**src/rtl/alu_op_scheduler_if.sv**
```systemverilog
// rtl/alu_op_scheduler_if.sv - requester, ALU and response bus bundle for alu_op_scheduler
interface alu_op_scheduler_if #(
    parameter int NREQ = 4,
    parameter int W    = 8,
    parameter int IDW  = 2
);
    logic [NREQ-1:0]   req_valid;
    logic [NREQ-1:0]   req_ready;
    logic [NREQ*W-1:0] req_a;
    logic [NREQ*W-1:0] req_b;
    logic [NREQ*4-1:0] req_op;
    logic [W-1:0]      alu_a;
    logic [W-1:0]      alu_b;
    logic [3:0]        alu_op;
    logic [W-1:0]      alu_y;
    logic              alu_cout;
    logic              rsp_valid;
    logic              rsp_ready;
    logic [W-1:0]      rsp_y;
    logic              rsp_cout;
    logic [IDW-1:0]    rsp_id;

    // slave is the scheduler side, master is the requester/ALU/consumer side
    modport slave (
        input  req_valid, req_a, req_b, req_op, alu_y, alu_cout, rsp_ready,
        output req_ready, alu_a, alu_b, alu_op, rsp_valid, rsp_y, rsp_cout, rsp_id
    );
    modport master (
        output req_valid, req_a, req_b, req_op, alu_y, alu_cout, rsp_ready,
        input  req_ready, alu_a, alu_b, alu_op, rsp_valid, rsp_y, rsp_cout, rsp_id
    );
endinterface

```
**src/rtl/alu_op_scheduler.sv**
```systemverilog
// rtl/alu_op_scheduler.sv - round-robin sharing of one fixed-latency ALU; optional ALU_PARITY_CHECK_EN
module alu_op_scheduler #(
    parameter int NREQ    = 4,
    parameter int W       = 8,
    parameter int ALU_LAT = 3,
    parameter int IDW     = 2
) (
    input  logic              clk,
    input  logic              rst,
    alu_op_scheduler_if.slave bus,
`ifdef ALU_PARITY_CHECK_EN
    input  logic              alu_par,
    output logic              par_err,
`endif
    output logic              busy
);
    localparam int CW = (ALU_LAT < 2) ? 1 : $clog2(ALU_LAT + 1);

    typedef enum logic [1:0] {S_IDLE, S_WAIT, S_RESP} state_t;

    state_t         state_q;
    logic [IDW-1:0] rr_ptr_q;
    logic [CW-1:0]  cnt_q;
    logic [W-1:0]   alu_a_q, alu_b_q;
    logic [3:0]     alu_op_q;
    logic [W-1:0]   rsp_y_q;
    logic           rsp_cout_q;
    logic [IDW-1:0] rsp_id_q;

    logic           grant_vld;
    logic [IDW-1:0] grant;
    logic           accept;
    logic           capture;
    int             idx;

    // first valid requester at or after rr_ptr, wrapping modulo NREQ
    always_comb begin
        grant_vld = 1'b0;
        grant     = '0;
        idx       = 0;
        for (int k = 0; k < NREQ; k++) begin
            idx = int'(rr_ptr_q) + k;
            if (idx >= NREQ) idx = idx - NREQ;
            if (!grant_vld && bus.req_valid[idx]) begin
                grant_vld = 1'b1;
                grant     = IDW'(idx);
            end
        end
    end

    assign accept  = (state_q == S_IDLE) && grant_vld;
    assign capture = (state_q == S_WAIT) && (cnt_q == CW'(1));

    always_comb begin
        bus.req_ready = '0;
        if (!rst && accept) bus.req_ready[grant] = 1'b1;
    end

    always_ff @(posedge clk or posedge rst) begin
        if (rst) begin
            state_q    <= S_IDLE;
            rr_ptr_q   <= '0;
            cnt_q      <= '0;
            alu_a_q    <= '0;
            alu_b_q    <= '0;
            alu_op_q   <= '0;
            rsp_y_q    <= '0;
            rsp_cout_q <= 1'b0;
            rsp_id_q   <= '0;
        end else begin
            case (state_q)
                S_IDLE: if (accept) begin
                    alu_a_q  <= bus.req_a[int'(grant)*W +: W];
                    alu_b_q  <= bus.req_b[int'(grant)*W +: W];
                    alu_op_q <= bus.req_op[int'(grant)*4 +: 4];
                    rsp_id_q <= grant;
                    rr_ptr_q <= (int'(grant) == NREQ - 1) ? '0 : grant + IDW'(1);
                    cnt_q    <= CW'(ALU_LAT);
                    state_q  <= S_WAIT;
                end
                S_WAIT: begin
                    cnt_q <= cnt_q - CW'(1);
                    if (capture) begin
                        rsp_y_q    <= bus.alu_y;
                        rsp_cout_q <= bus.alu_cout;
                        state_q    <= S_RESP;
                    end
                end
                S_RESP: if (bus.rsp_ready) state_q <= S_IDLE;
                default: state_q <= S_IDLE;
            endcase
        end
    end

`ifdef ALU_PARITY_CHECK_EN
    logic par_err_q;
    always_ff @(posedge clk or posedge rst) begin
        if (rst)
            par_err_q <= 1'b0;
        else if (capture && (alu_par != ^{bus.alu_cout, bus.alu_y}))
            par_err_q <= 1'b1;
    end
    assign par_err = par_err_q;
`endif

    assign bus.alu_a     = alu_a_q;
    assign bus.alu_b     = alu_b_q;
    assign bus.alu_op    = alu_op_q;
    assign bus.rsp_valid = (state_q == S_RESP);
    assign bus.rsp_y     = rsp_y_q;
    assign bus.rsp_cout  = rsp_cout_q;
    assign bus.rsp_id    = rsp_id_q;
    assign busy          = (state_q != S_IDLE);
endmodule

```
**src/flat_wrapper.sv**
```systemverilog
// flat-port wrapper written by rule: the top's interface ports become plain ports
module alu_op_scheduler_flat 
#(
    parameter int NREQ    = 4,
    parameter int W       = 8,
    parameter int ALU_LAT = 3,
    parameter int IDW     = 2
)
  (clk, rst, busy, bus_req_valid, bus_req_a, bus_req_b, bus_req_op, bus_alu_y, bus_alu_cout, bus_rsp_ready, bus_req_ready, bus_alu_a, bus_alu_b, bus_alu_op, bus_rsp_valid, bus_rsp_y, bus_rsp_cout, bus_rsp_id);
  alu_op_scheduler_if #(.NREQ(NREQ), .W(W), .IDW(IDW)) bus_i ();
  input  logic clk;
  input  logic rst;
  output logic busy;
  input wire logic [$bits(bus_i.req_valid)-1:0] bus_req_valid;
  input wire logic [$bits(bus_i.req_a)-1:0] bus_req_a;
  input wire logic [$bits(bus_i.req_b)-1:0] bus_req_b;
  input wire logic [$bits(bus_i.req_op)-1:0] bus_req_op;
  input wire logic [$bits(bus_i.alu_y)-1:0] bus_alu_y;
  input wire logic [$bits(bus_i.alu_cout)-1:0] bus_alu_cout;
  input wire logic [$bits(bus_i.rsp_ready)-1:0] bus_rsp_ready;
  output wire logic [$bits(bus_i.req_ready)-1:0] bus_req_ready;
  output wire logic [$bits(bus_i.alu_a)-1:0] bus_alu_a;
  output wire logic [$bits(bus_i.alu_b)-1:0] bus_alu_b;
  output wire logic [$bits(bus_i.alu_op)-1:0] bus_alu_op;
  output wire logic [$bits(bus_i.rsp_valid)-1:0] bus_rsp_valid;
  output wire logic [$bits(bus_i.rsp_y)-1:0] bus_rsp_y;
  output wire logic [$bits(bus_i.rsp_cout)-1:0] bus_rsp_cout;
  output wire logic [$bits(bus_i.rsp_id)-1:0] bus_rsp_id;
  assign bus_i.req_valid = bus_req_valid;
  assign bus_i.req_a = bus_req_a;
  assign bus_i.req_b = bus_req_b;
  assign bus_i.req_op = bus_req_op;
  assign bus_i.alu_y = bus_alu_y;
  assign bus_i.alu_cout = bus_alu_cout;
  assign bus_i.rsp_ready = bus_rsp_ready;
  assign bus_req_ready = bus_i.req_ready;
  assign bus_alu_a = bus_i.alu_a;
  assign bus_alu_b = bus_i.alu_b;
  assign bus_alu_op = bus_i.alu_op;
  assign bus_rsp_valid = bus_i.rsp_valid;
  assign bus_rsp_y = bus_i.rsp_y;
  assign bus_rsp_cout = bus_i.rsp_cout;
  assign bus_rsp_id = bus_i.rsp_id;
  alu_op_scheduler #(.NREQ(NREQ), .W(W), .ALU_LAT(ALU_LAT), .IDW(IDW)) u_core (.clk(clk), .rst(rst), .bus(bus_i), .busy(busy));
endmodule
```
**config.mk**
```make
export PLATFORM = sky130hd
export DESIGN_NAME = alu_op_scheduler_flat
export DESIGN_NICKNAME = d
export VERILOG_FILES = /design/src/rtl/alu_op_scheduler_if.sv /design/src/rtl/alu_op_scheduler.sv /design/src/flat_wrapper.sv
export SDC_FILE = /design/constraint.sdc
export NUM_CORES = 1
export LEC_CHECK = 0
export CORE_UTILIZATION = 38
export DETAILED_ROUTE_END_ITERATION = 8
export GPL_TIMING_DRIVEN = 0
export PLACE_DENSITY_LB_ADDON = 0.15
export SYNTH_ARGS = -nofsm -noshare
export SYNTH_HDL_FRONTEND = slang
export SYNTH_SLANG_ARGS = --single-unit
```
**constraint.sdc**
```tcl
create_clock -name clk -period 1.9 [get_ports clk]
set_input_delay 0.38 -clock clk [delete_from_list [all_inputs] [get_ports clk]]
set_output_delay 0.38 -clock clk [all_outputs]
set_load 0.01 [all_outputs]
```
==> flow_summary.ini <==
[sta]
final.period_utilization_pct = 101
maxSlewViolCount = 0
hold_viol_final = 0
finClkSkew_ns = 0.00416
fmax_mhz = 524
tightest_slew_ns = 0.906
rsz0062_at_grt = true
min_period_ns = 1.91
slew_headroom_pct = 39.3
setup_violations = 1
hold_ws_ns = 0.384
fin_ws_ns = -0.0102

[finish]
finalNetCount = 480
stdcell_area_sq_mm = 0.00407
layout_commonest_cell = clkdlybuf4s50_1
final_layout_size_suffix_gt1_share_pct = 23.8
syn_to_final_growth_pct = 82.1
mostFrequentLayoutCells = clkdlybuf4s50_1 (122), dfrtp_1 (37), o21ai_0 (27), nor2_1 (23), buf_4 (23)
antenna_cells = 0
finish.utilization_pct = 73.1

[yosys]
synth_cell_types = 39
synth_fp_nets = 319
synthMuxAreaShare_pct = 13.5
synthXorXnorAreaFrac_pct = 0
synth-edff-count = 0
yosysWarnings = 0
syn_area_sq_mm = 0.00224
synth_top_family_by_area = compound AO/OA/AOI/OAI gates
synthAdderAreaFrac_pct = 0.559
synth_area_per_cell_sq_um = 10.1
synth_compound_area_share_pct = 26.4
yosysSeqAreaShare_pct = 41.4
ys.flop_type = dfrtp_1
syn_inst = 222
yosys_register_bits = 37
yosys.area_share.simple_pct = 9.62
synth-async-reset-ratio_pct = 100

[route]
antenna_left = 0
drtIter0Drc = 114
drc = 0
via_count = 2456
routedWlPerCell_microns = 17.4
totalWireLength_mm = 7.92
dr.pass1.iters = 5
viasPerCell = 5.40

[floorplanning]
fp.coreArea_sq_mm = 0.00557
ioPinCount = 133
die-area_sq_mm = 0.00620
fp-row-count = 27
die_w_microns = 78.7
start_util_pct = 40.1
die_h_microns = 78.7

[clock_network]
htreeDepth = 2
cts_buffer_depth = 2
path_clk_slew_ns = 0.07
cts_buffers = 5
cts_tree = yes
clock_latency_ns = 0.28
numClockSinks = 37
cts_hold_buffers = 0
root_buffer = clkbuf_8

[global_routing]
grt_use_total_pct = 25.5
overflow = 0
antenna_found_initial = 0
grt_pass1_vias = 2442
grt_pass1_wl_mm = 12.1
grt_max_degree = 21

[run]
maxCapViolations = 0

[critical_path]
critPathCaptureType = primary output
critPathMaxFanout = 8
cp-start-kind = flip-flop
cp_data_required_time_ns = 1.52
reg2reg_depth = 9
arrival_ns = 1.53
critPathKind = flip-flop to primary output
reg2reg_slack_ns = 0.05

[place]
port_buffers = 130
gp_congestion = 0.815
dpl_worst_slack_ns = -1.07
place_area_sq_mm = 0.00363
place_hpwl_mm = 5.33

[power]
vdd_drop_max_mv = 0.824
leakage_nw = 1.67
powerDensity_mw_per_mm2 = 1470

[status]
outcome = finished with violations
violations = setup timing

[min_path]
hold_path_class = input pin to async pin
[metal layers]
| metal | vias to the layer above | global-route usage, % | part of all wire (%) |
|---|---|---|---|
| met1 | 1157 | 32.7 | 41 |
| met2 | 127 | 43.0 | 49 |
| met3 | 8 | 6.32 | 8.1 |
| met5 | - | 0 | 0 |
| li1 | 1164 | - | - |
| met4 | 0 | 5.93 | 1.2 |
[kinds of logic after synthesis]
group	after synthesis
AND/OR/NAND/NOR	46
buffers and inverters	23
flip-flops	37
adder cells (fa/ha/maj)	1
multiplexers	29
AO/OA/AOI/OAI	86
[critical path, cell delays in order (launching register included)]
cell,delay [ns]
dfrtp_1,0.38
buf_6,0.15
inv_6,0.07
a21oi_1,0.07
o221a_2,0.31
and3_4,0.16
buf_6,0.11
[worst paths after layout]
path / start / end
hold reg to reg: u_core.cnt_q[0] / u_core.cnt_q[0]
hold / removal: rst / u_core.bus.rsp_y[3]
setup / recovery: u_core.rr_ptr_q[1] / bus_req_ready[3]
min in group clk: u_core.cnt_q[0] / u_core.cnt_q[0]
setup reg to reg: u_core.rr_ptr_q[0] / u_core.bus.alu_a[0]
max in group asynchronous: rst / u_core.bus.alu_a[4]
[power breakdown]
part / leakage [nW] / internal [mW] / switching [mW] / total (mW)
clock network: 0.0443 / 0.288 / 0.267 / 0.555
logic: 1.20 / 2.20 / 1.80 / 4.00
registers: 0.418 / 1.20 / 0.253 / 1.45
total: 1.67 / 3.68 / 2.32 / 6.00
[Yosys cell counts, types with 3 or more instances]
master    number  share of area, %
buf_6          3               1.5
clkbuf_8       4               2.5
a221oi_1      20               7.8
clkbuf_1       3              0.50
mux2_2         9               4.5
inv_1          7               1.2
o21ai_0       28               6.3
nor2_1        24               4.0
and3_1         3              0.84
mux2i_1       20               8.9
o22ai_1       20               5.6
a21oi_1        5               1.1
dfrtp_1       37                41
nand2_1        7               1.2
[flip-flops by register name, summed over array words and instances (netlist names)]
register             count
u_core.bus.alu_a         8
u_core.bus.alu_b         8
u_core.bus.rsp_y         8
u_core.bus.alu_op        4
u_core.bus.rsp_id        2
u_core.cnt_q             2
u_core.rr_ptr_q          2
u_core.state_q           2
u_core.bus.rsp_cout      1
[per-stage QoR]
stage	std cells	TNS (ns)	power, mW
after detailed placement	424	-12.50	4.81
after floorplan	222	0	3.42
after global placement	424	-11.38	4.74
after global routing	455	-0.217	6.40
after CTS	449	-0.0439	5.68
final	455	-0.0102	6.00
[timing repair]
| action | 4_1_cts | 5_1_grt |
|---|---|---|
| pin swaps | 9 | 10 |
| endpoints found under the setup margin | 24 | 22 |
| cloned | 2 | 2 |
| setup buffers | 17 | 6 |
| gates resized for setup | 47 | 16 |
[layout make-up]
| cell class | instances | area [sq um] |
|---|---|---|
| Timing Repair inverter | 2 | 10.0 |
| Buffer | 13 | 145 |
| Multi-Input combinational cell | 162 | 1250 |
| Inverter | 7 | 35.0 |
| Timing Repair Buffer | 155 | 1530 |
| Tap cell | 72 | 90.1 |
| Sequential cell | 37 | 926 |
| Fill cell | 432 | 1500 |
| Clock buffer | 7 | 86.3 |
Power figures use the tool's default switching activity.
